### src/rtl/mdma_80bx512_ram_fifo_if.sv
// Stream and RAM-port bundle for the MDMA 80b x 512 RAM FIFO.
// The master modport is the FIFO controller side; slave is the producer/consumer/RAM side.
interface mdma_80bx512_ram_fifo_if #(
  parameter int AW = 9,
  parameter int DW = 80
);
  logic          in_vld;
  logic          in_rdy;
  logic [DW-1:0] in_dat;
  logic          out_vld;
  logic          out_rdy;
  logic [DW-1:0] out_dat;
  logic          out_sbe;
  logic          out_dbe;
  logic [AW-1:0] ram_wadr;
  logic          ram_wen;
  logic [DW-1:0] ram_wdat;
  logic          ram_ren;
  logic [AW-1:0] ram_radr;
  logic [DW-1:0] ram_rdat;
  logic          ram_rsbe;
  logic          ram_rdbe;

  modport master (
    input  in_vld, in_dat, out_rdy, ram_rdat, ram_rsbe, ram_rdbe,
    output in_rdy, out_vld, out_dat, out_sbe, out_dbe,
    output ram_wadr, ram_wen, ram_wdat, ram_ren, ram_radr
  );

  modport slave (
    output in_vld, in_dat, out_rdy, ram_rdat, ram_rsbe, ram_rdbe,
    input  in_rdy, out_vld, out_dat, out_sbe, out_dbe,
    input  ram_wadr, ram_wen, ram_wdat, ram_ren, ram_radr
  );
endinterface

### src/rtl/mdma_80bx512_ram_fifo.sv
// FIFO controller mastering an 80b x 512 ECC RAM; reads are credit-prefetched into a
// small buffer so the output side sustains one word per cycle with ECC flags attached.
module mdma_80bx512_ram_fifo #(
  parameter int DEPTH    = 512,
  parameter int AW       = 9,
  parameter int DW       = 80,
  parameter int RD_LAT   = 2,
  parameter int PF_DEPTH = 4,
  parameter int CW       = 16
) (
  input  logic                    clk,
  input  logic                    rst,
  mdma_80bx512_ram_fifo_if.master bus,
  output logic [AW+3:0]           occupancy,
  output logic [CW-1:0]           sbe_cnt,
  output logic [CW-1:0]           dbe_cnt
);
  localparam int PW = (PF_DEPTH > 1) ? $clog2(PF_DEPTH) : 1;
  localparam int NW = $clog2(PF_DEPTH + 1);
  localparam int OW = AW + 4;

  logic              run_q;
  logic [AW-1:0]     wptr_q;
  logic [AW-1:0]     rptr_q;
  logic [AW:0]       ram_cnt_q;
  logic [AW:0]       ram_cnt_d;
  logic [NW-1:0]     inflight_q;
  logic [NW-1:0]     inflight_d;
  logic [NW-1:0]     pf_cnt_q;
  logic [NW-1:0]     pf_cnt_d;
  logic [RD_LAT-1:0] rd_vld_p;
  logic [PW-1:0]     pf_head_q;
  logic [PW-1:0]     pf_tail_q;
  logic [DW+1:0]     pf_mem [PF_DEPTH];
  logic [DW+1:0]     pf_head_ent;
  logic [OW-1:0]     occ_d;
  logic              in_rdy;
  logic              acc;
  logic              ren;
  logic              ret;
  logic              out_vld;
  logic              pop;

  function automatic logic [CW-1:0] sat_inc(input logic [CW-1:0] v, input logic en);
    return (en && !(&v)) ? v + CW'(1) : v;
  endfunction

  function automatic logic [PW-1:0] pf_next(input logic [PW-1:0] p);
    return (p == PW'(PF_DEPTH - 1)) ? '0 : p + PW'(1);
  endfunction

  // Issue: a read is only launched when a prefetch slot is guaranteed for its return
  always_comb begin
    in_rdy     = run_q && (ram_cnt_q != (AW+1)'(DEPTH));
    acc        = bus.in_vld && in_rdy;
    ren        = (ram_cnt_q != '0) &&
                 (((NW+1)'(inflight_q) + (NW+1)'(pf_cnt_q)) < (NW+1)'(PF_DEPTH));
    ret        = rd_vld_p[RD_LAT-1];
    out_vld    = (pf_cnt_q != '0);
    pop        = out_vld && bus.out_rdy;
    ram_cnt_d  = ram_cnt_q + (AW+1)'(acc) - (AW+1)'(ren);
    inflight_d = inflight_q + NW'(ren) - NW'(ret);
    pf_cnt_d   = pf_cnt_q + NW'(ret) - NW'(pop);
    occ_d      = OW'(ram_cnt_d) + OW'(inflight_d) + OW'(pf_cnt_d);
  end

  always_comb begin
    pf_head_ent  = pf_mem[pf_head_q];
    bus.in_rdy   = in_rdy;
    bus.ram_wen  = acc;
    bus.ram_wadr = wptr_q;
    bus.ram_wdat = acc ? bus.in_dat : '0;
    bus.ram_ren  = ren;
    bus.ram_radr = rptr_q;
    bus.out_vld  = out_vld;
    bus.out_dat  = out_vld ? pf_head_ent[DW+1:2] : '0;
    bus.out_sbe  = out_vld && pf_head_ent[1];
    bus.out_dbe  = out_vld && pf_head_ent[0];
  end

  // Control state: pointers, counts, and the read-return valid pipeline
  always_ff @(posedge clk or posedge rst) begin
    if (rst) begin
      run_q      <= 1'b0;
      wptr_q     <= '0;
      rptr_q     <= '0;
      ram_cnt_q  <= '0;
      inflight_q <= '0;
      pf_cnt_q   <= '0;
      rd_vld_p   <= '0;
      pf_head_q  <= '0;
      pf_tail_q  <= '0;
      occupancy  <= '0;
      sbe_cnt    <= '0;
      dbe_cnt    <= '0;
    end else begin
      run_q      <= 1'b1;
      if (acc) wptr_q <= wptr_q + AW'(1);
      if (ren) rptr_q <= rptr_q + AW'(1);
      ram_cnt_q  <= ram_cnt_d;
      inflight_q <= inflight_d;
      pf_cnt_q   <= pf_cnt_d;
      rd_vld_p   <= RD_LAT'({rd_vld_p, ren});
      if (ret) pf_tail_q <= pf_next(pf_tail_q);
      if (pop) pf_head_q <= pf_next(pf_head_q);
      occupancy  <= occ_d;
      sbe_cnt    <= sat_inc(sbe_cnt, pop && pf_head_ent[1]);
      dbe_cnt    <= sat_inc(dbe_cnt, pop && pf_head_ent[0]);
    end
  end

  // Return stage: RAM data and flags land in the prefetch buffer
  always_ff @(posedge clk) begin
    if (ret) pf_mem[pf_tail_q] <= {bus.ram_rdat, bus.ram_rsbe, bus.ram_rdbe};
  end
endmodule

### src/flat_wrapper.sv
// flat-port wrapper written by rule: the top's interface ports become plain ports
module mdma_80bx512_ram_fifo_flat 
#(
  parameter int DEPTH    = 512,
  parameter int AW       = 9,
  parameter int DW       = 80,
  parameter int RD_LAT   = 2,
  parameter int PF_DEPTH = 4,
  parameter int CW       = 16
)
  (clk, rst, occupancy, sbe_cnt, dbe_cnt, bus_in_vld, bus_in_dat, bus_out_rdy, bus_ram_rdat, bus_ram_rsbe, bus_ram_rdbe, bus_in_rdy, bus_out_vld, bus_out_dat, bus_out_sbe, bus_out_dbe, bus_ram_wadr, bus_ram_wen, bus_ram_wdat, bus_ram_ren, bus_ram_radr);
  mdma_80bx512_ram_fifo_if #(.AW(AW), .DW(DW)) bus_i ();
  input  logic clk;
  input  logic rst;
  output logic [AW+3:0] occupancy;
  output logic [CW-1:0] sbe_cnt;
  output logic [CW-1:0] dbe_cnt;
  input wire logic [$bits(bus_i.in_vld)-1:0] bus_in_vld;
  input wire logic [$bits(bus_i.in_dat)-1:0] bus_in_dat;
  input wire logic [$bits(bus_i.out_rdy)-1:0] bus_out_rdy;
  input wire logic [$bits(bus_i.ram_rdat)-1:0] bus_ram_rdat;
  input wire logic [$bits(bus_i.ram_rsbe)-1:0] bus_ram_rsbe;
  input wire logic [$bits(bus_i.ram_rdbe)-1:0] bus_ram_rdbe;
  output wire logic [$bits(bus_i.in_rdy)-1:0] bus_in_rdy;
  output wire logic [$bits(bus_i.out_vld)-1:0] bus_out_vld;
  output wire logic [$bits(bus_i.out_dat)-1:0] bus_out_dat;
  output wire logic [$bits(bus_i.out_sbe)-1:0] bus_out_sbe;
  output wire logic [$bits(bus_i.out_dbe)-1:0] bus_out_dbe;
  output wire logic [$bits(bus_i.ram_wadr)-1:0] bus_ram_wadr;
  output wire logic [$bits(bus_i.ram_wen)-1:0] bus_ram_wen;
  output wire logic [$bits(bus_i.ram_wdat)-1:0] bus_ram_wdat;
  output wire logic [$bits(bus_i.ram_ren)-1:0] bus_ram_ren;
  output wire logic [$bits(bus_i.ram_radr)-1:0] bus_ram_radr;
  assign bus_i.in_vld = bus_in_vld;
  assign bus_i.in_dat = bus_in_dat;
  assign bus_i.out_rdy = bus_out_rdy;
  assign bus_i.ram_rdat = bus_ram_rdat;
  assign bus_i.ram_rsbe = bus_ram_rsbe;
  assign bus_i.ram_rdbe = bus_ram_rdbe;
  assign bus_in_rdy = bus_i.in_rdy;
  assign bus_out_vld = bus_i.out_vld;
  assign bus_out_dat = bus_i.out_dat;
  assign bus_out_sbe = bus_i.out_sbe;
  assign bus_out_dbe = bus_i.out_dbe;
  assign bus_ram_wadr = bus_i.ram_wadr;
  assign bus_ram_wen = bus_i.ram_wen;
  assign bus_ram_wdat = bus_i.ram_wdat;
  assign bus_ram_ren = bus_i.ram_ren;
  assign bus_ram_radr = bus_i.ram_radr;
  mdma_80bx512_ram_fifo #(.DEPTH(DEPTH), .AW(AW), .DW(DW), .RD_LAT(RD_LAT), .PF_DEPTH(PF_DEPTH), .CW(CW)) u_core (.clk(clk), .rst(rst), .bus(bus_i), .occupancy(occupancy), .sbe_cnt(sbe_cnt), .dbe_cnt(dbe_cnt));
endmodule
### config.mk
export PLATFORM = sky130hd
export DESIGN_NAME = mdma_80bx512_ram_fifo_flat
export DESIGN_NICKNAME = d
export VERILOG_FILES = /design/src/rtl/mdma_80bx512_ram_fifo_if.sv /design/src/rtl/mdma_80bx512_ram_fifo.sv /design/src/flat_wrapper.sv
export SDC_FILE = /design/constraint.sdc
export NUM_CORES = 1
export LEC_CHECK = 0
export CAP_MARGIN = 20
export CORE_ASPECT_RATIO = 0.7
export CORE_MARGIN = 4
export CORE_UTILIZATION = 51
export CTS_CLUSTER_DIAMETER = 30
export CTS_CLUSTER_SIZE = 10
export DETAILED_ROUTE_END_ITERATION = 10
export GPL_TIMING_DRIVEN = 0
export PLACE_DENSITY = 0.9
export SYNTH_ARGS = -nofsm -noshare
export SYNTH_HDL_FRONTEND = slang
export SYNTH_SLANG_ARGS = --single-unit
### constraint.sdc
create_clock -name clk -period 6 [get_ports clk]
set_input_delay 1.2 -clock clk [delete_from_list [all_inputs] [get_ports clk]]
set_output_delay 1.2 -clock clk [all_outputs]
set_load 0.01 [all_outputs]
==> qor.yml, run 1 <==
run_status:
  status: "complete, no violations"
timing:
  fin_crit_sh: 0.924
  tightest_slew_ns: 0.929
  max_freq_mhz: 180
  finalMaxSlewViolations: 0
  slew_headroom: 0.381
  finClkSkew_ns: 0.0390
  setup_ws_ns: 0.459
  finalSetupViolations: 0
  hold_violations: 0
  rsz0062_at_grt: "false"
  setup_tns_ns: 0
  period_needed_ns: 5.54
route:
  drt_iter0_drc: 1108
  via_per_inst: 5.65
  post_drt_wl_per_cell_um: 25.1
  firstDrtPassIters: 5
  drc: 0
  wl_um: 49800
  drtAntennaViolNets: 0
  vias: 11192
clock_network:
  cts_buffers: 60
  holdBufCountCts: 0
  clockBufferDepth: 3
  clk_latency_ns: 0.59
  root_buffer: "clkbuf_16"
  cts-htree-levels: 2
  clk_pin_slew_ns: 0.05
  cts_tree: "yes"
  clock_sinks: 413
power_and_ir_drop:
  swShare: 0.359
  clock_power_share: 0.250
  p_sw_w: 0.00522
  seqPwrFrac: 0.276
  power_density_nw_per_um2: 601
  p_int_w: 0.00933
  comb_power_share: 0.475
  peakVddDrop_uv: 696
  p_leak_nw: 9.02
global_routing:
  grt_pass1_vias: 11683
  overflow: 0
  track_usage: 0.263
  antenna_found_initial: 6
  grt_pass1_wl_um: 74300
  grt_start_max_net_pins: 60
final_layout:
  finalNetCount: 1711
  layout-drive-gt1-share: 0.138
  syn2layout_area_growth_pct: 38.5
  design_area_um2: 24200
  diodes: 0
  n_fill_cell: 1950
  fin_util: 0.719
synth:
  ys_top_cells_by_area: "edfxtp_1 (56%), dfrtp_1 (12%), mux4_2 (11%), and3_1 (3.2%), and2_1 (3.2%)"
  avgSynthCellArea_um2: 16.7
  post_synth_num_cell_types: 55
  synthesis.area_um2: 17500
  synth_top_area_cell: "edfxtp_1"
  synth_edf_count: 328
  yosysWarningCount: 0
  synth.top_cell.area_share: 0.564
  yosys_most_used_dff: "edfxtp_1"
  async_flop_share: 0.206
  synth_cells: 1044
  synth-seq-area-share: 0.685
  ys_ff_latch: 413
die:
  initial_core_util: 0.520
  dieArea_um2: 37300
  die-width_um: 229
  fp.dieH_um: 163
  core-area_um2: 33600
  num_rows: 56
  ios: 395
hold_path:
  min_path_cells: 0
  hold_path.class: "flip-flop to flip-flop"
  min_to: "u_core.rd_vld_p[1]"
  min_from: "u_core.rd_vld_p[0]"
setup_path:
  r2r_end: "u_core.occupancy[6]"
  start_kind: "flip-flop"
  worstPathMaxFanout: 7
  required_ns: 6.44
  r2r_start: "u_core.pf_cnt_q[2]"
  rrSetupSlack_ns: 0.46
  r2r_cells: 22
  cp.arrival_ns: 5.99
  critPathKind: "flip-flop to flip-flop"
  crit_path_end_kind: "flip-flop"
placed_design:
  preCtsSetupSlack_ns: 0.395
  hpwlAfterDp_um: 32300
  io_buffer_count: 392
  gp_congestion: 0.811
  postPlaceCellArea_um2: 22100
run:
  cap_violations: 0
sequential cells by signal, indices dropped and copies added (netlist names), 3 cells and up:
signal and cells:
u_core.pf_mem 328, u_core.dbe_cnt 16, u_core.bus.ram_radr 9, u_core.occupancy 12, u_core.bus.ram_wadr 9, u_core.inflight_q 3
u_core.ram_cnt_q 10, u_core.sbe_cnt 16, u_core.pf_cnt_q 3
power by group through the flow:
stage                     clock (W)  combinational, W  sequential, W
after global placement            0           0.00654        0.00404
after detailed placement          0           0.00678        0.00403
final                       0.00363           0.00691        0.00401
after CTS                   0.00368           0.00693        0.00401
after floorplan                   0           0.00431        0.00403
after global routing        0.00384           0.00748        0.00405
routing by layer:
metal  routed length (um)  vias to the layer above  global-route usage  share of wire
li1                     -                     4883                   -              -
met2                24800                      490               0.427           0.50
met3                 3640                       99              0.0706          0.073
met5                   69                        -                   0         0.0014
met4                 1220                       10              0.0724          0.025
met1                20100                     5710               0.357           0.40
how the worst max path moves through the flow:
stage,from,to,slack (ns),cells past startpoint
floorplan,bus_in_vld,u_core.occupancy[6],1.09,20
global placement,bus_in_vld,u_core.occupancy[6],0.51,20
detailed placement,bus_in_vld,u_core.occupancy[6],0.40,20
CTS,u_core.ram_cnt_q[6],u_core.occupancy[6],0.41,24
global route,u_core.pf_cnt_q[2],u_core.occupancy[6],0.14,22
finish,u_core.pf_cnt_q[2],u_core.occupancy[6],0.46,22
critical path, cell delays in order (launching register included):
cell     delay (ns)
dfrtp_1        0.39
ha_1           0.31
nor3_1         0.20
nand2_1        0.09
a21oi_1        0.72
inv_1          0.35
ha_1           0.38
inv_1          0.06
ha_1           0.13
inv_1          0.05
fa_1           0.37
xnor2_1        0.15
xnor2_1        0.29
ha_1           0.35
xor2_1         0.16
ha_1           0.32
a21oi_1        0.38
nor2_1         0.08
nor2_1         0.15
o21ai_0        0.10
a21oi_1        0.18
nor2_1         0.07
xor2_1         0.15
stage by stage:
stage	hold WS, ns	std cells	total power [W]
2_1_floorplan	0.331	1045	0.00834
3_3_place_gp	0.341	1872	0.0106
3_5_place_dp	0.338	1877	0.0108
4_1_cts	0.349	1982	0.0146
5_1_grt	0.362	1982	0.0154
6_report	0.350	1982	0.0146
cells by family (layout without fill, tap and decap cells):
logic type               count (synthesis)  in the layout  synth area share
AO/OA/AOI/OAI                           45             45            0.0201
adder cells (fa/ha/maj)                 41             41            0.0315
buffers and inverters                   90            592            0.0202
other                                    2              3          0.000430
XOR/XNOR                                65             65            0.0339
multiplexers                            89             89             0.110
AND/OR/NAND/NOR                        299            299            0.0985
flip-flops                             413            413             0.685
layout by cell type (no fill, tap or decap), drive strengths merged, types with 11 or more instances in the layout:
cell	count
bufinv	11
nor2	29
a21oi	13
and2	89
nand3	21
nand2	32
clkbuf	108
edfxtp	328
clkinv	13
xor2	19
clkdlybuf4s50	392
inv	48
buf	18
dfrtp	85
and3	89
ha	36
xnor2	46
nor3	11
mux4	82
synth_stat cells (all sizes together), types with 4 or more instances:
cell    instances
or3             4
nand2          32
a21oi          13
buf            13
nand3          21
nand4           7
and3           89
clkbuf         34
inv            43
mux2            5
o21ai           8
and4            4
xnor2          46
a211oi          5
and2           89
xor2           19
fa              5
mux4           82
ha             36
nor3           11
dfrtp          85
a21o            6
nor2           29
edfxtp        328
timing repair:
item | CTS | global route
setup endpoints to repair | 0 | 1
resized for setup | 0 | 1
setup buffers | 0 | 0
final cells by class:
cell class / instances / area [um^2] / share of cell area
Buffer: 47 / 191 / 0.00791
Clock buffer: 74 / 1610 / 0.0664
Clock inverter: 31 / 493 / 0.0204
Inverter: 43 / 164 / 0.00677
Multi-Input combinational cell: 542 / 5160 / 0.213
Sequential cell: 413 / 12000 / 0.495
Tap cell: 435 / 544 / 0.0225
Timing Repair Buffer: 397 / 4060 / 0.168
Note: power is estimated with default switching activity, not from simulation.
==> run 2: changes to the inputs <==
--- a/config.mk
+++ b/config.mk
@@ -5,14 +5,16 @@
 export SDC_FILE = /design/constraint.sdc
 export NUM_CORES = 1
 export LEC_CHECK = 0
+export ABC_CLOCK_PERIOD_IN_PS = 6000
 export CAP_MARGIN = 20
 export CORE_ASPECT_RATIO = 0.7
 export CORE_MARGIN = 4
 export CORE_UTILIZATION = 51
 export CTS_CLUSTER_DIAMETER = 30
-export CTS_CLUSTER_SIZE = 10
+export CTS_CLUSTER_SIZE = 16
 export DETAILED_ROUTE_END_ITERATION = 10
 export GPL_TIMING_DRIVEN = 0
+export MAX_ROUTING_LAYER = met4
 export PLACE_DENSITY = 0.9
 export SYNTH_ARGS = -nofsm -noshare
 export SYNTH_HDL_FRONTEND = slang
==> run 2 against run 1 <==
Against the previous run:
- clock power decreased by 8.8%
- sequential power about the same
- highest routed layer is now met4
- die area unchanged
- cell count increased by 0.15%
- clock-buffer cell count decreased by 15
==> qor.yml, run 2 (synthesis results as in run 1) <==
clock_network:
  cts_tree: "yes"
  clk_latency_ns: 0.59  # about the same
  clockBufferDepth: 3  # unchanged
  cts-htree-levels: 2  # unchanged
  root_buffer: "clkbuf_16"
  cts_buffers: 56  # -6.7%
  clk_pin_slew_ns: 0.05  # about the same
  cts.repair.resized: 0  # unchanged
  holdBufCountCts: 0  # unchanged
  clock_sinks: 413  # unchanged
  cts_setup_buffers: 0  # unchanged
final_layout:
  design_area_um2: 24000  # -0.72%
  largest_reg_flops: 328  # unchanged
  regArea_um2: 12000  # unchanged
  finalNetCount: 1707  # -0.23%
  layout-drive-gt1-share: 0.141  # +0.00268
  multi_input_area_um2: 5160  # about the same
  n_fill_cell: 1981  # +1.6%
  final_common_cell: "clkdlybuf4s50_1"
  final_cell_mix: "clkdlybuf4s50_1 (392), edfxtp_1 (328), and3_1 (89)"
  largest_register: "u_core.pf_mem"
  syn2layout_area_growth_pct: 37.5
  largest_registers: "u_core.pf_mem (328), u_core.dbe_cnt (16), u_core.sbe_cnt (16)"
timing:
  setup_tns_ns: 0  # unchanged
  period_needed_ns: 5.56  # +0.0161 ns
  finClkSkew_ns: 0.0265  # -0.0126 ns
  finalMaxSlewViolations: 0  # unchanged
  fin_crit_sh: 0.926  # +0.00268
  hold_violations: 0  # unchanged
  max_freq_mhz: 180  # -0.29%
  finalSetupViolations: 0  # unchanged
  setup_ws_ns: 0.442  # -0.0161 ns
  slew_headroom: 0.416  # +0.0356
  tightest_slew_ns: 0.876  # -0.0534 ns
  rsz0062_at_grt: "false"
die:
  ios: 395  # unchanged
  num_rows: 56  # unchanged
  fp.dieH_um: 163  # unchanged
  die-width_um: 229  # unchanged
  initial_core_util: 0.520  # unchanged
  dieArea_um2: 37300  # unchanged
  core-area_um2: 33600  # unchanged
global_routing:
  track_usage: 0.257  # -0.00632
  antenna_found_initial: 3  # -3
  grt_pass1_wl_um: 70700  # -4.7%
  grt_pass1_vias: 11476  # -1.8%
  grt_start_max_net_pins: 60  # unchanged
  overflow: 0  # unchanged
route:
  drc: 0  # unchanged
  drtAntennaViolNets: 0  # unchanged
  post_drt_wl_per_cell_um: 23.8  # -5.3%
  via_per_inst: 5.61  # -0.70%
  firstDrtPassIters: 4  # -1
  drt_iter0_drc: 1033  # -6.8%
  vias: 11130  # -0.55%
  wl_um: 47200  # -5.2%
setup_path:
  crit_chain: "inv_1 > ha_1 > nand4_1 > nor2_1 > a21boi_1 > and2_0 > clkbuf_1 > inv_1 > ha_1 > inv_1 > ha_1 > inv_1 > fa_1 > inv_1 > fa_1 > inv_1 > fa_1 > inv_1 > a21oi_1 > or3_1 > o21ai_0 > a21oi_1 > nor2_1 > xor2_1"
  r2r_start: "u_core.ram_cnt_q[6]"
  cp_common_cell: "inv_1"
  critPathKind: "flip-flop to flip-flop"
  cp-endpoint: "u_core.occupancy[6]"
  max_stage_delay_ns: 0.63  # -0.09 ns
  rrSetupSlack_ns: 0.44  # -0.02 ns
  crit_slowest_cell: "a21boi_1"
  crit_path_end_kind: "flip-flop"
  r2r_cells: 24  # +9.1%
  cp.arrival_ns: 6.05  # +0.06 ns
  r2r_end: "u_core.occupancy[6]"
  required_ns: 6.50  # +0.06 ns
  start_kind: "flip-flop"
  worstPathMaxFanout: 10  # +3
  crit_start: "u_core.ram_cnt_q[6]"
power_and_ir_drop:
  power_density_nw_per_um2: 590  # -1.9%
  peakVddDrop_uv: 697  # +0.12%
  p_leak_nw: 8.93  # -0.95%
hold_path:
  hold_path.class: "flip-flop to flip-flop"
placed_design:
  io_buffer_count: 392  # unchanged
  postPlaceCellArea_um2: 22100  # unchanged
  gp_congestion: 0.824  # +1.7%
  hpwlAfterDp_um: 32300  # unchanged
  preCtsSetupSlack_ns: 0.395  # unchanged
run:
  cap_violations: 0  # unchanged
run_status:
  status: "complete, no violations"
## run 2: cell types whose count changed in the layout (fill, tap and decap cells not counted), sizes merged
| cell | previous run | this run |
|---|---|---|
| clkbuf | 108 | 93 |
| clkinvlp | 2 | 4 |
| inv | 48 | 56 |
| bufinv | 11 | 5 |
| clkinv | 13 | 23 |
| diode | 0 | 4 |
## run 2: layout make-up
class	instances	area share
antenna	4	0.000417
buffer	47	0.00797
clock buffer	59	0.0588
clock inverter	45	0.0210
inverter	43	0.00682
multi-input combinational	542	0.215
sequential	413	0.499
tap	435	0.0227
timing repair buffer	397	0.169
## run 2: worst min-delay path by stage
stage,startpoint,endpoint,slack [ns],cells after the start
final,u_core.rd_vld_p[0],u_core.rd_vld_p[1],0.35,0
after global routing,u_core.rd_vld_p[0],u_core.rd_vld_p[1],0.36,0
after CTS,u_core.rd_vld_p[0],u_core.rd_vld_p[1],0.35,0
after detailed placement,u_core.rd_vld_p[0],u_core.rd_vld_p[1],0.34,0
after global placement,u_core.rd_vld_p[0],u_core.rd_vld_p[1],0.34,0
after floorplan,u_core.rd_vld_p[0],u_core.rd_vld_p[1],0.33,0
## run 2: critical path: cells and delay by family (launching register included)
| kind | cells | cell delay, ns |
|---|---|---|
| fa+ha+maj | 6 | 2.17 |
| buf+inv | 8 | 0.97 |
| compound gates | 4 | 0.95 |
| simple gates | 5 | 0.87 |
| flops | 1 | 0.34 |
| xor+xnor | 1 | 0.15 |
## run 2: routing by layer
| layer | up-vias | wire (um) | GRT usage |
|---|---|---|---|
| li1 | 4884 | - | - |
| met1 | 5599 | 19100 | 0.350 |
| met2 | 534 | 22900 | 0.393 |
| met3 | 113 | 3660 | 0.0545 |
| met4 | 0 | 1560 | 0.0837 |
| met5 | - | 0 | - |
## run 2: per-stage QoR
stage	total power [W]	util	instances	hold slack [ns]
floorplan	0.00834	-	1045	0.331
global placement	0.0106	0.652	1872	0.341
detailed placement	0.0108	0.657	1877	0.338
CTS	0.0143	0.714	1981	0.350
global route	0.0150	0.714	1982	0.363
finish	0.0142	0.714	1985	0.352
## run 2: where the power goes
part / total (W) / switching (W) / internal (W) / leakage [nW]
registers: 0.00399 / 0.000263 / 0.00373 / 4.06
clock network: 0.00331 / 0.00133 / 0.00198 / 0.927
logic: 0.00687 / 0.00365 / 0.00322 / 3.95
total: 0.0142 / 0.00524 / 0.00893 / 8.93
==> run 3: changes to the inputs <==
==> constraint.sdc (replaced) <==
create_clock -name clk -period 6 [get_ports clk]
set_input_delay 0.6 -clock clk [delete_from_list [all_inputs] [get_ports clk]]
set_output_delay 0.6 -clock clk [all_outputs]
set_load 0.01 [all_outputs]
==> results of run 3 <==
Same layout as run 2 (identical final DEF). Status: complete, no violations.
Among the figures that moved: setup slack after placement 0.395 ns -> 0.448 ns
